`src/rtl/reg_dest_scoreboard.sv`:
```
// ---------------------------------------------------------------------------------------------
// reg_dest_scoreboard
//
// Tracks in-flight register writes between issue and writeback. Every issued destination
// register number is decoded into one of 32 per-register pending-write counters, and the
// matching counter is decremented when that write retires. A decode-stage source register
// whose counter is non-zero raises a stall.
//
// Register 0 is hard-wired to zero. Issues or writebacks that target it are ignored, and it
// never reports busy.
//
// Parameters
//   CNT_W        width of each pending-write counter (max in-flight per register = 2^CNT_W-1)
//
// Ports
//   clock        rising-edge clock
//   reset        asynchronous, active-high; clears all counters and err
//   issue_valid  an instruction that writes a register issues this cycle
//   issue_dest   destination register of the issuing instruction
//   wb_valid     writeback commits a register write this cycle
//   wb_dest      destination register being written back
//   src_a        decode-stage source register A
//   src_b        decode-stage source register B
//   stall        a source register has a pending write (combinational)
//   busy_vec     bit r set when counter r is non-zero (registered state, bit 0 always 0)
//   err          sticky overflow/underflow flag, cleared only by reset
//
// Configuration
//   SCOREBOARD_WB_BYPASS_EN  when defined, a source whose last pending write is being written
//                            back this cycle (and is not re-issued this cycle) does not stall.
//                            This models a register file that writes before it reads. busy_vec
//                            always reflects the raw counters.
// ---------------------------------------------------------------------------------------------
module reg_dest_scoreboard #(
  parameter int unsigned CNT_W = 2
) (
  input  logic        clock,
  input  logic        reset,
  input  logic        issue_valid,
  input  logic [4:0]  issue_dest,
  input  logic        wb_valid,
  input  logic [4:0]  wb_dest,
  input  logic [4:0]  src_a,
  input  logic [4:0]  src_b,
  output logic        stall,
  output logic [31:0] busy_vec,
  output logic        err
);

  localparam logic [CNT_W-1:0] CntMax  = {CNT_W{1'b1}};
  localparam logic [CNT_W-1:0] CntZero = {CNT_W{1'b0}};
  localparam logic [CNT_W-1:0] CntOne  = CNT_W'(1);

  logic [CNT_W-1:0] count_q [32];
  logic [CNT_W-1:0] count_d [32];
  logic             err_q;
  logic             err_d;

  // One-hot decode of the issue and writeback destinations. Bit 0 is masked so that
  // register 0 is never counted and never flags an error.
  logic [31:0] inc_vec;
  logic [31:0] dec_vec;

  always_comb begin
    inc_vec = '0;
    dec_vec = '0;
    if (issue_valid) begin
      inc_vec = 32'd1 << issue_dest;
    end
    if (wb_valid) begin
      dec_vec = 32'd1 << wb_dest;
    end
    inc_vec[0] = 1'b0;
    dec_vec[0] = 1'b0;
  end

  // Counter next-state. A simultaneous issue and writeback to the same register cancel.
  always_comb begin
    err_d = err_q;
    for (int r = 0; r < 32; r++) begin
      count_d[r] = count_q[r];
      if (inc_vec[r] && !dec_vec[r]) begin
        if (count_q[r] == CntMax) begin
          err_d = 1'b1;
        end else begin
          count_d[r] = count_q[r] + CntOne;
        end
      end else if (dec_vec[r] && !inc_vec[r]) begin
        if (count_q[r] == CntZero) begin
          err_d = 1'b1;
        end else begin
          count_d[r] = count_q[r] - CntOne;
        end
      end
    end
  end

  always_ff @(posedge clock or posedge reset) begin
    if (reset) begin
      for (int r = 0; r < 32; r++) begin
        count_q[r] <= CntZero;
      end
      err_q <= 1'b0;
    end else begin
      for (int r = 0; r < 32; r++) begin
        count_q[r] <= count_d[r];
      end
      err_q <= err_d;
    end
  end

  // Counter 0 never leaves zero, so busy_vec[0] is always 0.
  always_comb begin
    busy_vec = '0;
    for (int r = 0; r < 32; r++) begin
      busy_vec[r] = (count_q[r] != CntZero);
    end
  end

  // Per-source write-before-read relief: the only outstanding write is retiring now and no
  // new write to the same register is issuing in this cycle.
  logic bypass_a;
  logic bypass_b;

`ifdef SCOREBOARD_WB_BYPASS_EN
  always_comb begin
    bypass_a = wb_valid && (wb_dest == src_a) && (count_q[src_a] == CntOne) &&
               !(issue_valid && (issue_dest == src_a));
    bypass_b = wb_valid && (wb_dest == src_b) && (count_q[src_b] == CntOne) &&
               !(issue_valid && (issue_dest == src_b));
  end
`else
  always_comb begin
    bypass_a = 1'b0;
    bypass_b = 1'b0;
  end
`endif

  logic stall_a;
  logic stall_b;

  always_comb begin
    stall_a = (src_a != 5'd0) && busy_vec[src_a] && !bypass_a;
    stall_b = (src_b != 5'd0) && busy_vec[src_b] && !bypass_b;
    stall   = stall_a || stall_b;
  end

  assign err = err_q;

endmodule

```
`config.mk`:
```
export PLATFORM = sky130hd
export DESIGN_NAME = reg_dest_scoreboard
export DESIGN_NICKNAME = d
export VERILOG_FILES = /design/src/rtl/reg_dest_scoreboard.sv
export SDC_FILE = /design/constraint.sdc
export NUM_CORES = 1
export LEC_CHECK = 0
export BUFFER_PORTS_ARGS = -buffer_cell sky130_fd_sc_hd__buf_4
export CORE_MARGIN = 2
export CORE_UTILIZATION = 61
export CTS_CLUSTER_DIAMETER = 40
export DETAILED_ROUTE_END_ITERATION = 10
export PLACE_DENSITY = 0.82
export SLEW_MARGIN = 40
export SYNTH_ARGS = -nofsm -noshare
export SYNTH_HDL_FRONTEND = slang
export SYNTH_SLANG_ARGS = --single-unit
```
`constraint.sdc`:
```
create_clock -name clock -period 2.4 [get_ports clock]
set_clock_uncertainty 0.15 [all_clocks]
set_input_delay 0.12 -clock clock [delete_from_list [all_inputs] [get_ports clock]]
set_output_delay 0.12 -clock clock [all_outputs]
set_load 0.1 [all_outputs]
```
== Yosys cells after proc, flatten, opt, wreduce, memory -nomap -nowiden ==
Cells that the tools add are included.
Storage, ports and cells
  register bits after elaboration: 63
  bits in latches: 0
  RAM bits: 0
  memory bits (read-only): 0
  bits of input ports: 24
  output and inout bits: 34
  word-level logic and storage cells: 698
  memories kept: 0
Operators by class
  add/subtract/negate cells: 62
  multiply operators: 0
  divide/modulo/power cells: 0
  $lt $le $gt $ge: 2
  equality and inequality tests: 93
  shift operators: 2
  multiplexer cells: 254
  bitwise gates (word level): 0
  reductions and logical operators: 253
Operators by type and width (count)
  $mux 2: 124
  $mux 1: 126
  $ne 2x2->1 const B: 62
  $reduce_bool 2->1: 62
  $reduce_and 3->1: 31
  $logic_and 1x1->1: 64
  $mux 32: 2
  $shl 1x5->32 const A: 2
  $add 2x1->2 const B: 31
  $eq 2x2->1 const B: 31
  $logic_not 1->1: 62
  $logic_not 2->1: 31
  $sub 2x1->2 const B: 31
  $lt 5x6->1 const B: 2
  $bmux 1 s5: 2
  $reduce_bool 5->1: 2
  $logic_or 1x1->1: 1

== Logic depth before layout (Yosys ltp) ==
  depth in word-level cells: 96
  gate-level depth with buffers: 10
  mapped depth without buffers: 10

== Worst setup path after synthesis ==
No wires, ideal clock.
  path type: register to output
  from: reg count_q[38] (netlist bit)
  to: out stall
  arrival: 2.950 ns
  required time: 2.130 ns
  setup slack: -0.820 ns
  stages on the path, launching flop included: 6
  path buffers: 0
  cell sequence: dfrtp_1 > or2_1 > mux2_2 > mux4_2 > a32oi_1 > nand4_1
Between the ends
  cells in the longest elaborated chain, start to end: 5
  elaborated cells between the ends (all ways): 8
  classes of those cells: 4 x mux; 4 x reduce/logical
RTL lines
  start: declaration: line 54  | logic [CNT_W-1:0] count_q [32];
  start signal: indexed assignment: line 101  | count_q[r] <= CntZero;
  start signal: indexed assignment: line 106  | count_q[r] <= count_d[r];
  $reduce_bool 2->1 *: line 116  | busy_vec[r] = (count_q[r] != CntZero);
  net busy_vec[12]: line 46  | output logic [31:0] busy_vec,
  $bmux 1 s5, on equally long branches: line 143, 144
  $mux 1, on equally long branches: line 143, 144
  $logic_and 1x1->1, on equally long branches: line 143, 144
  $logic_or 1x1->1 *: line 145  | stall = stall_a || stall_b;
  end: declaration: line 45  | output logic stall,
The timed path passes the listed nets; every way through them passes the cells marked *. The select of a mux whose other input is x is not followed.

== Worst setup path after layout ==
  from: reg count_q[35] (netlist bit)
  to: out stall
Between the ends
  cells in the longest elaborated chain, start to end: 5
  elaborated cells between the ends (all ways): 8
  classes of those cells: 4 x mux; 4 x reduce/logical
RTL lines (line)
  $reduce_bool 2->1 *: 116
  $bmux 1 s5, on equally long branches: 143, 144
  $mux 1, on equally long branches: 143, 144
  $logic_and 1x1->1, on equally long branches: 143, 144
  $logic_or 1x1->1 *: 145
Mark *: on every way between the ends. The rest lies on a longest branch, timed or not. The select of a mux whose other input is x is not followed.

==> impl_metrics.py <==
metrics = {
    "global_route": {
        "grt_pass1_vias": 5588,
        "grt_overflow": 0,
        "grt_first_pass_wirelength_um": 27500,
        "track_usage": 0.356,
        "grt_start_max_net_pins": 40,
        "grt_antenna_before_repair": 0,
    },
    "worst_setup_path": {
        "rr_worst_depth": 5,
        "path_cells": "or2_4, mux2_2, mux4_2, a32oi_1, nand4_1, buf_8",
        "crit_required_ps": 2130,
        "cp.depth": 6,
        "start_kind": "flop",
        "slowest_delay_ps": 460,
        "rr_endpoint": "err",
        "cpMaxStageDelayCell": "mux4_2",
        "worstSetupStartpoint": "count_q[35]",
        "path_class": "flop to output port",
        "crit_path_end_kind": "output port",
        "crit_buf_inv": 1,
        "crit_end": "stall",
        "worst-path-max-fanout": 2,
        "r2r_slack_ps": 430,
        "r2r-start": "count_q[55]",
        "cp_top_family": "multiplexers",
        "crit_arrival_ps": 2270,
    },
    "pwr": {
        "power_uw": 2590,
        "power.density_nw_per_um2": 376,
        "p_seq_frac": 0.423,
        "swShare": 0.310,
        "p_comb_frac": 0.188,
        "power_switching_uw": 802,
        "clockPowerShare": 0.389,
        "leakage_uw": 0.00373,
        "vdd.ir_drop.worst_mv": 0.246,
        "p_int_uw": 1790,
    },
    "placement": {
        "io_buffers": 56,
        "hpwl_um": 13700,
        "dpl_cell_area_um2": 6540,
        "dp_cells": 917,
        "gp_congestion": 0.976,
    },
    "drt": {
        "wire_per_inst_um": 18.5,
        "num_vias": 5857,
        "postRouteAntennaNets": 0,
        "viasPerCell": 6.18,
        "drt_iter0_drc": 481,
        "drt-pass1-iter-count": 5,
        "drc": 0,
        "drt_wl_total_um": 17500,
    },
    "cts": {
        "htree_levels": 3,
        "path_clk_slew_ps": 80,
        "root_buffer": "clkbuf_8",
        "cts_inserted_buffers": 9,
        "clock-sinks": 63,
        "clockBufferDepth": 2,
        "worstSkewPairLatency_ps": 350,
        "cts_tree": "done",
    },
    "logic_synthesis": {
        "synthAdderAreaFrac": 0.139,
        "synth_compound_area_frac": 0.168,
        "synth.mux.area_fraction": 0.0595,
        "ys.flop_type": "dfrtp_1",
        "synth.largest_area_cell": "dfrtp_1",
        "synthesis.area_um2": 5650,
        "synth.top_cell.area_share": 0.279,
        "synth_cell_types": 43,
        "async_flop_share": 1.00,
        "synthCells": 718,
        "synth_warnings": 0,
        "synth_edf_count": 0,
        "ys_seq_area_frac": 0.279,
        "synth_most_common_cell": "nand2_1",
        "synthTopCellsByArea": "dfrtp_1, ha_1, o21ai_0",
        "synth_xor_area_frac": 0,
        "synth_nets": 804,
        "synthSimpleGateAreaFrac": 0.280,
        "syn_area_per_cell_um2": 7.87,
        "synth_commonest_cells": "nand2_1, inv_1, o21ai_0, nor2_1, dfrtp_1",
        "yosys_register_bits": 63,
        "synth_top_family_by_area": "simple AND/OR/NAND/NOR gates",
    },
    "die": {
        "die_h_um": 100,
        "num_rows": 35,
        "dieArea_um2": 10100,
        "die_x_um": 100,
        "ios": 58,
        "start_util": 0.621,
        "fp.coreArea_um2": 9110,
    },
    "outcome": {
        "violations": "setup timing",
        "outcome": "complete, but fails checks",
    },
    "finish": {
        "design_area_um2": 6870,
        "drive_gt1_frac": 0.205,
        "fin_cells": 947,
        "layout.nets": 917,
        "nFillCells": 680,
        "antenna_cells": 0,
        "syn2layout_area_growth_pct": 21.6,
    },
    "sta": {
        "final.min_clock_period_ps": 2540,
        "tightest_slew_ps": 614,
        "max_freq_ghz": 0.393,
        "whs_ps": 197,
        "finalCritPeriodShare": 1.06,
        "relSlewSlack": 0.589,
        "drv_slew": 0,
        "final-setup-viol-count": 1,
        "worst_slack_ps": -143,
        "finalHoldViolCount": 0,
        "rsz0062_at_grt": "yes",
    },
    "job": {
        "drv_cap": 0,
    },
    "worst_hold_path": {
        "hp-class": "input pin to flop",
        "hold_path_depth": 5,
    },
}
[layer usage]
metal  vias up  track usage  wire length, um
li1       2701            -                -
met1      2759        0.448             6780
met2       312        0.576             8020
met3        85       0.0641             1740
met4         0        0.202             1000
met5         -            0                0
[repair_timing]
item / 4_1_cts / 5_1_grt
setup buffers: 13 / 0
endpoints found under the setup margin: 1 / 2
endpoints found under the hold margin: 24 / 0
hold buffers: 1 / 0
gates resized for setup: 6 / 1
pin swaps: 0 / 1
[cell type report]
type,count,area [um^2],area share
clock buffer,11,151,0.0220
timing repair buffer,114,891,0.130
sequential,63,1580,0.230
inverter,97,364,0.0530
multi-input combinational,546,3690,0.537
tap,111,139,0.0202
clock inverter,5,56.3,0.00819
[state kept, by name, indices dropped and copies added (netlist names)]
name     cells
err          1
count_q     62
[cells in the final DEF, fill, tap and decap left out, types with 2 or more instances in the layout]
cell type	n
a21oi_1	10
a22oi_1	6
a31oi_1	6
a32oi_1	6
and2_1	31
and3_1	4
and3b_1	8
buf_12	2
buf_4	110
clkbuf_8	11
clkinv_2	2
dfrtp_1	59
dfrtp_2	4
ha_1	62
inv_1	96
mux2_2	4
mux4_2	12
nand2_1	103
nand4_1	8
nor2_1	64
nor2b_1	22
nor3_1	7
nor3b_1	7
nor4_1	5
nor4b_1	23
o211ai_1	2
o21ai_0	95
o31ai_1	30
or2_4	11
or3b_2	5
[tightest hold or removal path: cells and delay by family]
kind	cells	cell delay, ps
adders and majority gates	1	190
and+or+nand+nor	2	140
buffers and inverters	1	120
AOI/OAI and AO/OA	1	90
[cells by family after synthesis]
| family | count (synthesis) |
|---|---|
| compound gates | 160 |
| fa+ha+maj | 63 |
| buf+inv | 109 |
| flops | 63 |
| mux | 18 |
| other cells | 1 |
| simple gates | 304 |
[metrics by stage]
| stage | setup TNS (ps) | utilization | worst slack [ps] |
|---|---|---|---|
| 2_1_floorplan | -473 | - | -473 |
| 3_3_place_gp | -206 | 0.718 | -206 |
| 3_5_place_dp | -158 | 0.718 | -158 |
| 4_1_cts | -146 | 0.754 | -146 |
| 5_1_grt | -241 | 0.755 | -241 |
| 6_report | -143 | 0.755 | -143 |
[power groups by stage]
stage / sequential [uW] / clock [uW] / combinational, uW
floorplan: 1120 / 0 / 291
global placement: 1120 / 0 / 437
detailed placement: 1120 / 0 / 450
CTS: 1090 / 1000 / 477
global route: 1100 / 1040 / 514
finish: 1090 / 1010 / 486
[worst min path at each step]
stage / start / slack, ps / to
finish: issue_dest[1] / 200 / count_q[12]
global route: issue_dest[2] / 270 / count_q[10]
CTS: issue_dest[2] / 190 / count_q[12]
detailed placement: reset / 70 / count_q[26]
global placement: reset / 60 / count_q[33]
floorplan: count_q[26] / 330 / count_q[26]
Power figures use the tool's default switching activity.
